--- src/rtl/rr_port_arbiter.sv ---
// Round-robin arbiter sharing one resource (ejection port / side-buffer slot)
// among N router input ports. Grants are held across multi-cycle transfers,
// forcibly released after HOLD_MAX cycles, and handed over with no bubble.
// Optional feature macro: ARB_URGENT_EN adds a per-port urgent input whose
// requesters win ahead of the rotation.
// The transfer-done input is named release_in because release is a reserved word.

// Highest-set-bit selector: index of the most significant set bit of vec.
module rr_hsb_sel #(
  parameter  int unsigned N  = 4,
  localparam int unsigned IW = $clog2(N)
) (
  input  logic [N-1:0]  vec,
  output logic          found_c,
  output logic [IW-1:0] idx_c
);

  // Ascending scan so the last bit written is the highest one set
  always_comb begin
    found_c = 1'b0;
    idx_c   = '0;
    for (int unsigned i = 0; i < N; i++) begin
      if (vec[i]) begin
        found_c = 1'b1;
        idx_c   = IW'(i);
      end
    end
  end

endmodule

module rr_port_arbiter #(
  parameter  int unsigned N        = 4,
  parameter  int unsigned HOLD_MAX = 15,
  localparam int unsigned IW       = $clog2(N)
) (
  input  logic          clk,
  input  logic          rst_n,
  input  logic [N-1:0]  req,
  input  logic          release_in,
`ifdef ARB_URGENT_EN
  input  logic [N-1:0]  urgent,
`endif
  output logic [N-1:0]  gnt,
  output logic          gnt_valid,
  output logic [IW-1:0] gnt_idx,
  output logic          preempt
);

  localparam int unsigned CW = $clog2(HOLD_MAX + 1);

  typedef enum logic {
    IDLE  = 1'b0,
    GRANT = 1'b1
  } state_e;

  state_e        state_q, state_d;
  logic [N-1:0]  gnt_q, gnt_d;
  logic          gnt_valid_q, gnt_valid_d;
  logic [IW-1:0] gnt_idx_q, gnt_idx_d;
  logic [IW-1:0] ptr_q, ptr_d;
  logic [CW-1:0] hold_cnt_q, hold_cnt_d;
  logic          preempt_q, preempt_d;

  logic [N-1:0]  holder_oh_c;
  logic [N-1:0]  arb_req_c;
  logic [IW-1:0] arb_ptr_c;
  logic [N-1:0]  mask_c;
  logic [N-1:0]  ureq_c;
  logic          urgent_any_c;
  logic [N-1:0]  mreq_c;
  logic [N-1:0]  sel_req_c;
  logic          m_found_c;
  logic [IW-1:0] m_idx_c;
  logic          u_found_c;
  logic [IW-1:0] u_idx_c;
  logic [IW-1:0] win_idx_c;
  logic          win_valid_c;
  logic [N-1:0]  win_oh_c;
  logic          hold_limit_c;
  logic          grant_end_c;

  assign gnt       = gnt_q;
  assign gnt_valid = gnt_valid_q;
  assign gnt_idx   = gnt_idx_q;
  assign preempt   = preempt_q;

  assign holder_oh_c = N'(1) << gnt_idx_q;

  // Arbitration context: in GRANT the decision only matters at an ending
  // edge, where the holder is excluded and becomes the new pointer.
  always_comb begin
    arb_req_c = req;
    arb_ptr_c = ptr_q;
    if (state_q == GRANT) begin
      arb_req_c = req & ~holder_oh_c;
      arb_ptr_c = gnt_idx_q;
    end
  end

  // Rotation mask: ports strictly below the pointer get first pick
  always_comb begin
    mask_c = '0;
    for (int unsigned i = 0; i < N; i++) begin
      mask_c[i] = (IW'(i) < arb_ptr_c);
    end
  end

`ifdef ARB_URGENT_EN
  assign ureq_c = arb_req_c & urgent;
`else
  assign ureq_c = '0;
`endif

  // Urgent requesters bypass the rotation mask entirely
  assign urgent_any_c = |ureq_c;
  assign mreq_c       = urgent_any_c ? '0 : (arb_req_c & mask_c);
  assign sel_req_c    = urgent_any_c ? ureq_c : arb_req_c;

  rr_hsb_sel #(.N(N)) u_sel_masked (
    .vec     (mreq_c),
    .found_c (m_found_c),
    .idx_c   (m_idx_c)
  );

  rr_hsb_sel #(.N(N)) u_sel_full (
    .vec     (sel_req_c),
    .found_c (u_found_c),
    .idx_c   (u_idx_c)
  );

  assign win_idx_c    = m_found_c ? m_idx_c : u_idx_c;
  assign win_valid_c  = u_found_c;
  assign win_oh_c     = N'(1) << win_idx_c;
  assign hold_limit_c = (hold_cnt_q == CW'(HOLD_MAX - 1));
  assign grant_end_c  = release_in | ~req[gnt_idx_q] | hold_limit_c;

  // State and output registers
  always_ff @(posedge clk or negedge rst_n) begin
    if (!rst_n) begin
      state_q     <= IDLE;
      gnt_q       <= '0;
      gnt_valid_q <= 1'b0;
      gnt_idx_q   <= '0;
      ptr_q       <= '0;
      hold_cnt_q  <= '0;
      preempt_q   <= 1'b0;
    end else begin
      state_q     <= state_d;
      gnt_q       <= gnt_d;
      gnt_valid_q <= gnt_valid_d;
      gnt_idx_q   <= gnt_idx_d;
      ptr_q       <= ptr_d;
      hold_cnt_q  <= hold_cnt_d;
      preempt_q   <= preempt_d;
    end
  end

  // Next-state: stay in GRANT across a zero-bubble handover
  always_comb begin
    state_d = state_q;
    unique case (state_q)
      IDLE:    if (|req) state_d = GRANT;
      GRANT:   if (grant_end_c && !win_valid_c) state_d = IDLE;
      default: state_d = IDLE;
    endcase
  end

  // Grant, pointer, hold counter and preempt updates
  always_comb begin
    gnt_d      = gnt_q;
    gnt_idx_d  = gnt_idx_q;
    ptr_d      = ptr_q;
    hold_cnt_d = hold_cnt_q;
    preempt_d  = 1'b0;
    unique case (state_q)
      IDLE: begin
        if (|req) begin
          gnt_d      = win_oh_c;
          gnt_idx_d  = win_idx_c;
          hold_cnt_d = '0;
        end
      end
      GRANT: begin
        if (grant_end_c) begin
          ptr_d      = gnt_idx_q;
          preempt_d  = hold_limit_c & ~release_in & req[gnt_idx_q];
          hold_cnt_d = '0;
          if (win_valid_c) begin
            gnt_d     = win_oh_c;
            gnt_idx_d = win_idx_c;
          end else begin
            gnt_d     = '0;
            gnt_idx_d = '0;
          end
        end else begin
          hold_cnt_d = hold_cnt_q + CW'(1);
        end
      end
      default: begin
        gnt_d     = '0;
        gnt_idx_d = '0;
      end
    endcase
    gnt_valid_d = |gnt_d;
  end

endmodule

--- config.mk ---
export PLATFORM = sky130hd
export DESIGN_NAME = rr_port_arbiter
export DESIGN_NICKNAME = d
export VERILOG_FILES = /design/src/rtl/rr_port_arbiter.sv
export SDC_FILE = /design/constraint.sdc
export NUM_CORES = 1
export LEC_CHECK = 0
export CORE_UTILIZATION = 54
export CTS_CLUSTER_SIZE = 20
export DETAILED_ROUTE_END_ITERATION = 7
export DONT_BUFFER_PORTS = 1
export GPL_ROUTABILITY_DRIVEN = 0
export PLACE_DENSITY_LB_ADDON = 0.3
export SYNTH_ARGS = -nofsm -noshare
export SYNTH_HDL_FRONTEND = slang
export SYNTH_SLANG_ARGS = --single-unit
export TNS_END_PERCENT = 10
--- constraint.sdc ---
create_clock -name clk -period 2.6 [get_ports clk]
set_input_delay 0.52 -clock clk [delete_from_list [all_inputs] [get_ports clk]]
set_output_delay 0.52 -clock clk [all_outputs]
set_load 0.02 [all_outputs]
==> impl_metrics.tcl, run 1 <==
set metrics [dict create \
    status "finished clean" \
    gr-usage-met2 0.325 \
    cp_max_fo 13 \
    path_delay_family "flip-flops" \
    worstSetupPathType "reg2reg" \
    grt_util_met3 0.0468 \
    fmax_ghz 0.540 \
    startpoint_type "flop" \
    leakagePower_uw 0.000400 \
    root_buffer "clkbuf_4" \
    path_clk_slew_ps 90 \
    path_cells "mux4_2 -> nand3_2 -> nand2b_2 -> nand2b_2 -> o21ai_1" \
    stdcell_count 107 \
    syn2layout_area_growth_pct 3.26 \
    syn_area_sq_um 921 \
    crit_path_max_incr_delay_ps 650 \
    drt_iter0_drc 19 \
    crit_top_cell "nand2b_2" \
    wire_per_inst_um 15.7 \
    via_count 690 \
    slew_violations 0 \
    cp.required_ps 2820 \
    layout_common_cells "dfrtp_1 (15), nand2_1 (10), o21ai_1 (6)" \
    endpoint_kind "flop" \
    antenna_found_initial 0 \
    die_h_um 43.3 \
    synth_mux_area_frac 0.0842 \
    synthXorXnorAreaFrac 0 \
    grt_max_degree 16 \
    finalHoldWorstSlack_ps 400 \
    synth_fa_ha_area_frac 0.0272 \
    yosysUniqueCellTypes 38 \
    synth_flop_cell "dfrtp_1" \
    multi_input_area_sq_um 495 \
    cts_tree "done" \
    fin_crit_sh 0.712 \
    viasPerCell 6.45 \
    detailed_place_hpwl_mm 1.24 \
    syn_nets 98 \
    grt_overflow 0 \
    drtAntennaViolNets 0 \
    std_cell_rows 14 \
    rsz0062_at_grt "no" \
    core_sq_mm 0.00154 \
    critPathSlowestCell "dfrtp_1" \
    routed_wl_mm 1.68 \
    final_common_cell "dfrtp_1" \
    async_flop_share 1.00 \
    clk-insertion-delay-late_ps 290 \
    ys.warnings.count 0 \
    grt_util_met1 0.275 \
    cts_made_buffers 3 \
    avgSynthCellArea_sq_um 10.3 \
    synth_compound_area_frac 0.217 \
    layout_min_cycle_time_ps 1850 \
    cts_setup_buffers 0 \
    grt_pass1_wl_mm 2.88 \
    clockBufferDepth 2 \
    cp.arrival_ps 2070 \
    syn_inst 89 \
    die_area_sq_mm 0.00187 \
    setup_viol 0 \
    synth_top_family_by_area "compound AO/OA/AOI/OAI gates" \
    initial_core_util 0.597 \
    fill_cells 134 \
    cellPowerDensity_mw_per_mm2 1080 \
    critPathBufInv 0 \
    ys_seq_area_frac 0.408 \
    grtUsageTotal 0.209 \
    die_x_um 43.3 \
    hp-class "in2reg" \
    fin_nets 101 \
    maxCapViolations 0 \
    synth-simple-area-share 0.209 \
    drc 0 \
    fin_skew_ps 3.88 \
    hold_viol 0 \
    ioPinCount 15 \
    max-slew-margin-rel 0.549 \
    gr-max-usage-layer "met2" \
    cts_htree_levels 1 \
    setup_tns_ps 0 \
    clock-sinks 15 \
    ir_drop_mv 0.540 \
    place_inst 102 \
    grt_pass1_vias 665 \
    layout-drive-gt1-share 0.198 \
    cts_hold_buf 1 \
    cts_resized 0 \
    io_buffer_count 0 \
    worst_slew_pin_slew_ps 674 \
    regArea_sq_um 375 \
    synth_edf_count 0 \
    synth_seq_cells 15 \
    antenna_cells 0 \
    dr.pass1.iters 4 \
]
## synthesized netlist by cell type, types with 2 or more instances
| cell type | count | area [sq um] |
|---|---|---|
| a21oi_1 | 2 | 10.0 |
| a31oi_1 | 3 | 18.8 |
| buf_6 | 2 | 22.5 |
| dfrtp_1 | 15 | 375 |
| ha_1 | 2 | 25.0 |
| inv_1 | 4 | 15.0 |
| mux2_1 | 3 | 33.8 |
| nand2_1 | 10 | 37.5 |
| nand2b_2 | 2 | 17.5 |
| nand3_1 | 4 | 20.0 |
| nand3b_1 | 3 | 22.5 |
| nor2_1 | 4 | 15.0 |
| nor2b_1 | 2 | 12.5 |
| o21ai_0 | 3 | 15.0 |
| o21ai_1 | 6 | 30.0 |
| o31ai_1 | 2 | 15.0 |
## worst min-delay path, cell delays in order
cell,delay (ps)
nor2b_1,50
nand2_1,60
nor2_1,30
## worst paths after layout
kind	endpoint	depth (start not counted)	slack, ps	startpoint
max	gnt[1]$_DFF_PN0_	5	750	gnt_idx[0]$_DFFE_PN0P_
min	preempt$_DFF_PN0_	3	400	release_in
max reg2reg	gnt[1]$_DFF_PN0_	5	750	gnt_idx[0]$_DFFE_PN0P_
min reg2reg	hold_cnt_q[3]$_DFFE_PN0P_	1	490	hold_cnt_q[3]$_DFFE_PN0P_
max in group asynchronous	gnt_valid$_DFF_PN0_	1	1470	rst_n
min in group asynchronous	state_q$_DFF_PN0_	1	700	rst_n
## layer usage
metal  share of wire  up-vias
li1                -      330
met3           0.058        3
met1            0.45      333
met5               0        -
met4           0.016        0
met2            0.47       24
## stage by stage
stage           util  instance area [sq um]  power (uW)  setup slack, ps
3_5_place_dp   0.593                    913         890              766
6_report       0.617                    951        1030              750
5_1_grt        0.617                    951        1110              623
4_1_cts        0.617                    951        1030              742
3_3_place_gp   0.593                    913         875              785
2_1_floorplan      -                    921         834              839
## registers in the layout, summed over array words and instances (netlist names)
signal	cells
preempt	1
state_q	1
gnt_valid	1
ptr_q	2
gnt_idx	2
hold_cnt_q	4
gnt	4
## layout make-up
| type | instances | area share |
|---|---|---|
| Tap cell | 16 | 0.0211 |
| Sequential cell | 15 | 0.395 |
| Multi-Input combinational cell | 66 | 0.521 |
| Timing Repair Buffer | 2 | 0.0184 |
| Clock inverter | 1 | 0.00526 |
| Clock buffer | 3 | 0.0237 |
| Inverter | 4 | 0.0158 |
## cells by family after synthesis
logic type,after synthesis
simple gates,33
buf+inv,8
compound gates,25
mux,6
fa+ha+maj,2
flops,15
## power by group
group	switching (uW)	leakage, uW	internal (uW)
Sequential	155	0.000190	311
Combinational	223	0.000193	201
Clock	79.2	0.0000177	57.3
Total	457	0.000400	570
No activity file was read; power rests on OpenSTA's default activity.
==> inputs of run 2 (changes only) <==
==> constraint.sdc (replaced) <==
create_clock -name clk -period 1.8 [get_ports clk]
set_input_delay 0.36 -clock clk [delete_from_list [all_inputs] [get_ports clk]]
set_output_delay 0.36 -clock clk [all_outputs]
set_load 0.02 [all_outputs]
==> run 2 against run 1 <==
  * Sequential power rose by 41%
  * Maximum frequency up 7.3%
  * Utilization grew 1.3 points
  * Power rose by 46%
  * Sequential share of layout area is 0.69 points lower
  * Clock power grew 33%
  * Highest routed layer is now met3
==> impl_metrics.tcl, run 2 (synthesis results as in run 1) <==
set metrics [dict create \
    status "finished clean" \
    cts_htree_levels 1 \
    cp.arrival_ps 1900 \
    die_x_um 43.3 \
    cellPowerDensity_mw_per_mm2 1540 \
    clockBufferDepth 2 \
    critPathSlowestCell "or3b_4" \
    cp_max_fo 11 \
    cp.required_ps 1970 \
    core_sq_mm 0.00154 \
    final_common_cell "dfrtp_1" \
    fmax_ghz 0.580 \
    slew_violations 0 \
    fin_nets 103 \
    dr.pass1.iters 4 \
    setup_viol 0 \
    die_h_um 43.3 \
    worst_slew_pin_slew_ps 673 \
    grt_pass1_vias 671 \
    cp-startpoint "gnt_idx[1]$_DFFE_PN0P_" \
    detailed_place_hpwl_mm 1.29 \
    rr_worst_depth 5 \
    ir_drop_mv 0.841 \
    wire_per_inst_um 15.7 \
    max-slew-margin-rel 0.550 \
    cts_tree "done" \
    drt_iter0_drc 17 \
    maxCapViolations 0 \
    reg2reg_to "gnt[3]$_DFF_PN0_" \
    antenna_cells 0 \
    crit_path_max_incr_delay_ps 410 \
    clock-sinks 15 \
    initial_core_util 0.597 \
    rsz0062_at_grt "no" \
    grt_pass1_wl_mm 2.86 \
    p_int_uw 845 \
    leakagePower_uw 0.000409 \
    fin_crit_sh 0.958 \
    root_buffer "clkbuf_4" \
    viasPerCell 6.30 \
    startpoint_type "flop" \
    crit_path_end "gnt[3]$_DFF_PN0_" \
    syn2layout_area_growth_pct 5.43 \
    sw_frac_of_total 0.436 \
    grt_max_degree 16 \
    clk-insertion-delay-late_ps 270 \
    grtUsageTotal 0.204 \
    io_buffer_count 0 \
    layout-drive-gt1-share 0.215 \
    fill_cells 132 \
    r2r-start "gnt_idx[1]$_DFFE_PN0P_" \
    setup_tns_ps 0 \
    antenna_found_initial 0 \
    ioPinCount 15 \
    combPwrFrac 0.440 \
    cts_made_buffers 3 \
    die_area_sq_mm 0.00187 \
    endpoint_kind "flop" \
    fin_util 0.630 \
    via_count 687 \
    net-switching-power_uw 652 \
    drtAntennaViolNets 0 \
    std_cell_rows 14 \
    worstSetupPathType "reg2reg" \
    hp-class "in2reg" \
    pwr-share-seq 0.439 \
    layout_min_cycle_time_ps 1730 \
    power.total_uw 1500 \
    clkPwrFrac 0.121 \
    path_cells "buf_4 -> or3b_4 -> o311ai_1 -> nand3_1 -> o41ai_2" \
    drc 0 \
    layout_common_cells "dfrtp_1 (14), nand2_1 (10), o21ai_1 (6)" \
    grt_overflow 0 \
    routed_wl_mm 1.72 \
    path_clk_slew_ps 80 \
    hold_viol 0 \
    fin_skew_ps 1.31 \
    rrSetupSlack_ps 70 \
]
==> run 2: routing by layer <==
layer  track usage  share of wire  up-vias
met5             0              0        -
met4        0.0667              0        0
met3        0.0681          0.041        0
met2         0.325           0.49       17
met1         0.259           0.47      334
li1              -              -      336
==> run 2: worst max-delay path: cells and delay by family (launching register included) <==
| kind | cells | cell delay [ps] |
|---|---|---|
| and+or+nand+nor | 2 | 560 |
| DFF | 1 | 400 |
| AOI/OAI and AO/OA | 2 | 460 |
| buffers and inverters | 1 | 200 |
==> run 2: worst min-delay path by stage <==
stage | from | end | slack, ps | cells past startpoint
2_1_floorplan | rst_n | gnt[0]$_DFF_PN0_ | 60 | 0
4_1_cts | release_in | preempt$_DFF_PN0_ | 250 | 3
6_report | release_in | preempt$_DFF_PN0_ | 260 | 3
5_1_grt | release_in | preempt$_DFF_PN0_ | 250 | 3
3_3_place_gp | rst_n | ptr_q[0]$_DFFE_PN0P_ | 60 | 0
3_5_place_dp | rst_n | ptr_q[1]$_DFFE_PN0P_ | 60 | 0
==> run 2: stage by stage <==
stage | area (sq um) | std cells | hold WS [ps] | worst slack, ps
after floorplan | 921 | 89 | 64.4 | 39.1
after global placement | 928 | 104 | 64.7 | 100
after detailed placement | 928 | 104 | 64.7 | 81.7
after CTS | 965 | 109 | 250 | 60.2
after global routing | 971 | 109 | 251 | 6.11
final | 971 | 109 | 259 | 74.7
==> run 2: area by class of cell <==
cell class	count	area, sq um	area share
clock buffers	4	26.3	0.0271
flip-flops and latches	15	377	0.388
repair buffers	4	32.5	0.0335
multi-input cells	66	500	0.515
well taps	16	20.0	0.0206
inverters	4	15.0	0.0155
==> run 2: power by group through the flow <==
stage | sequential [uW] | combinational [uW] | clock, uW
after floorplan | 626 | 579 | 0
after detailed placement | 660 | 642 | 0
after global routing | 675 | 728 | 202
after CTS | 654 | 655 | 192
final | 657 | 659 | 181
after global placement | 656 | 624 | 0
==> run 2: repair_timing <==
action,4_1_cts,5_1_grt
gates resized for setup,0,2
endpoints found under the hold margin,15,0
setup endpoints to repair,0,4
hold buffers,1,0
buffers inserted,0,0
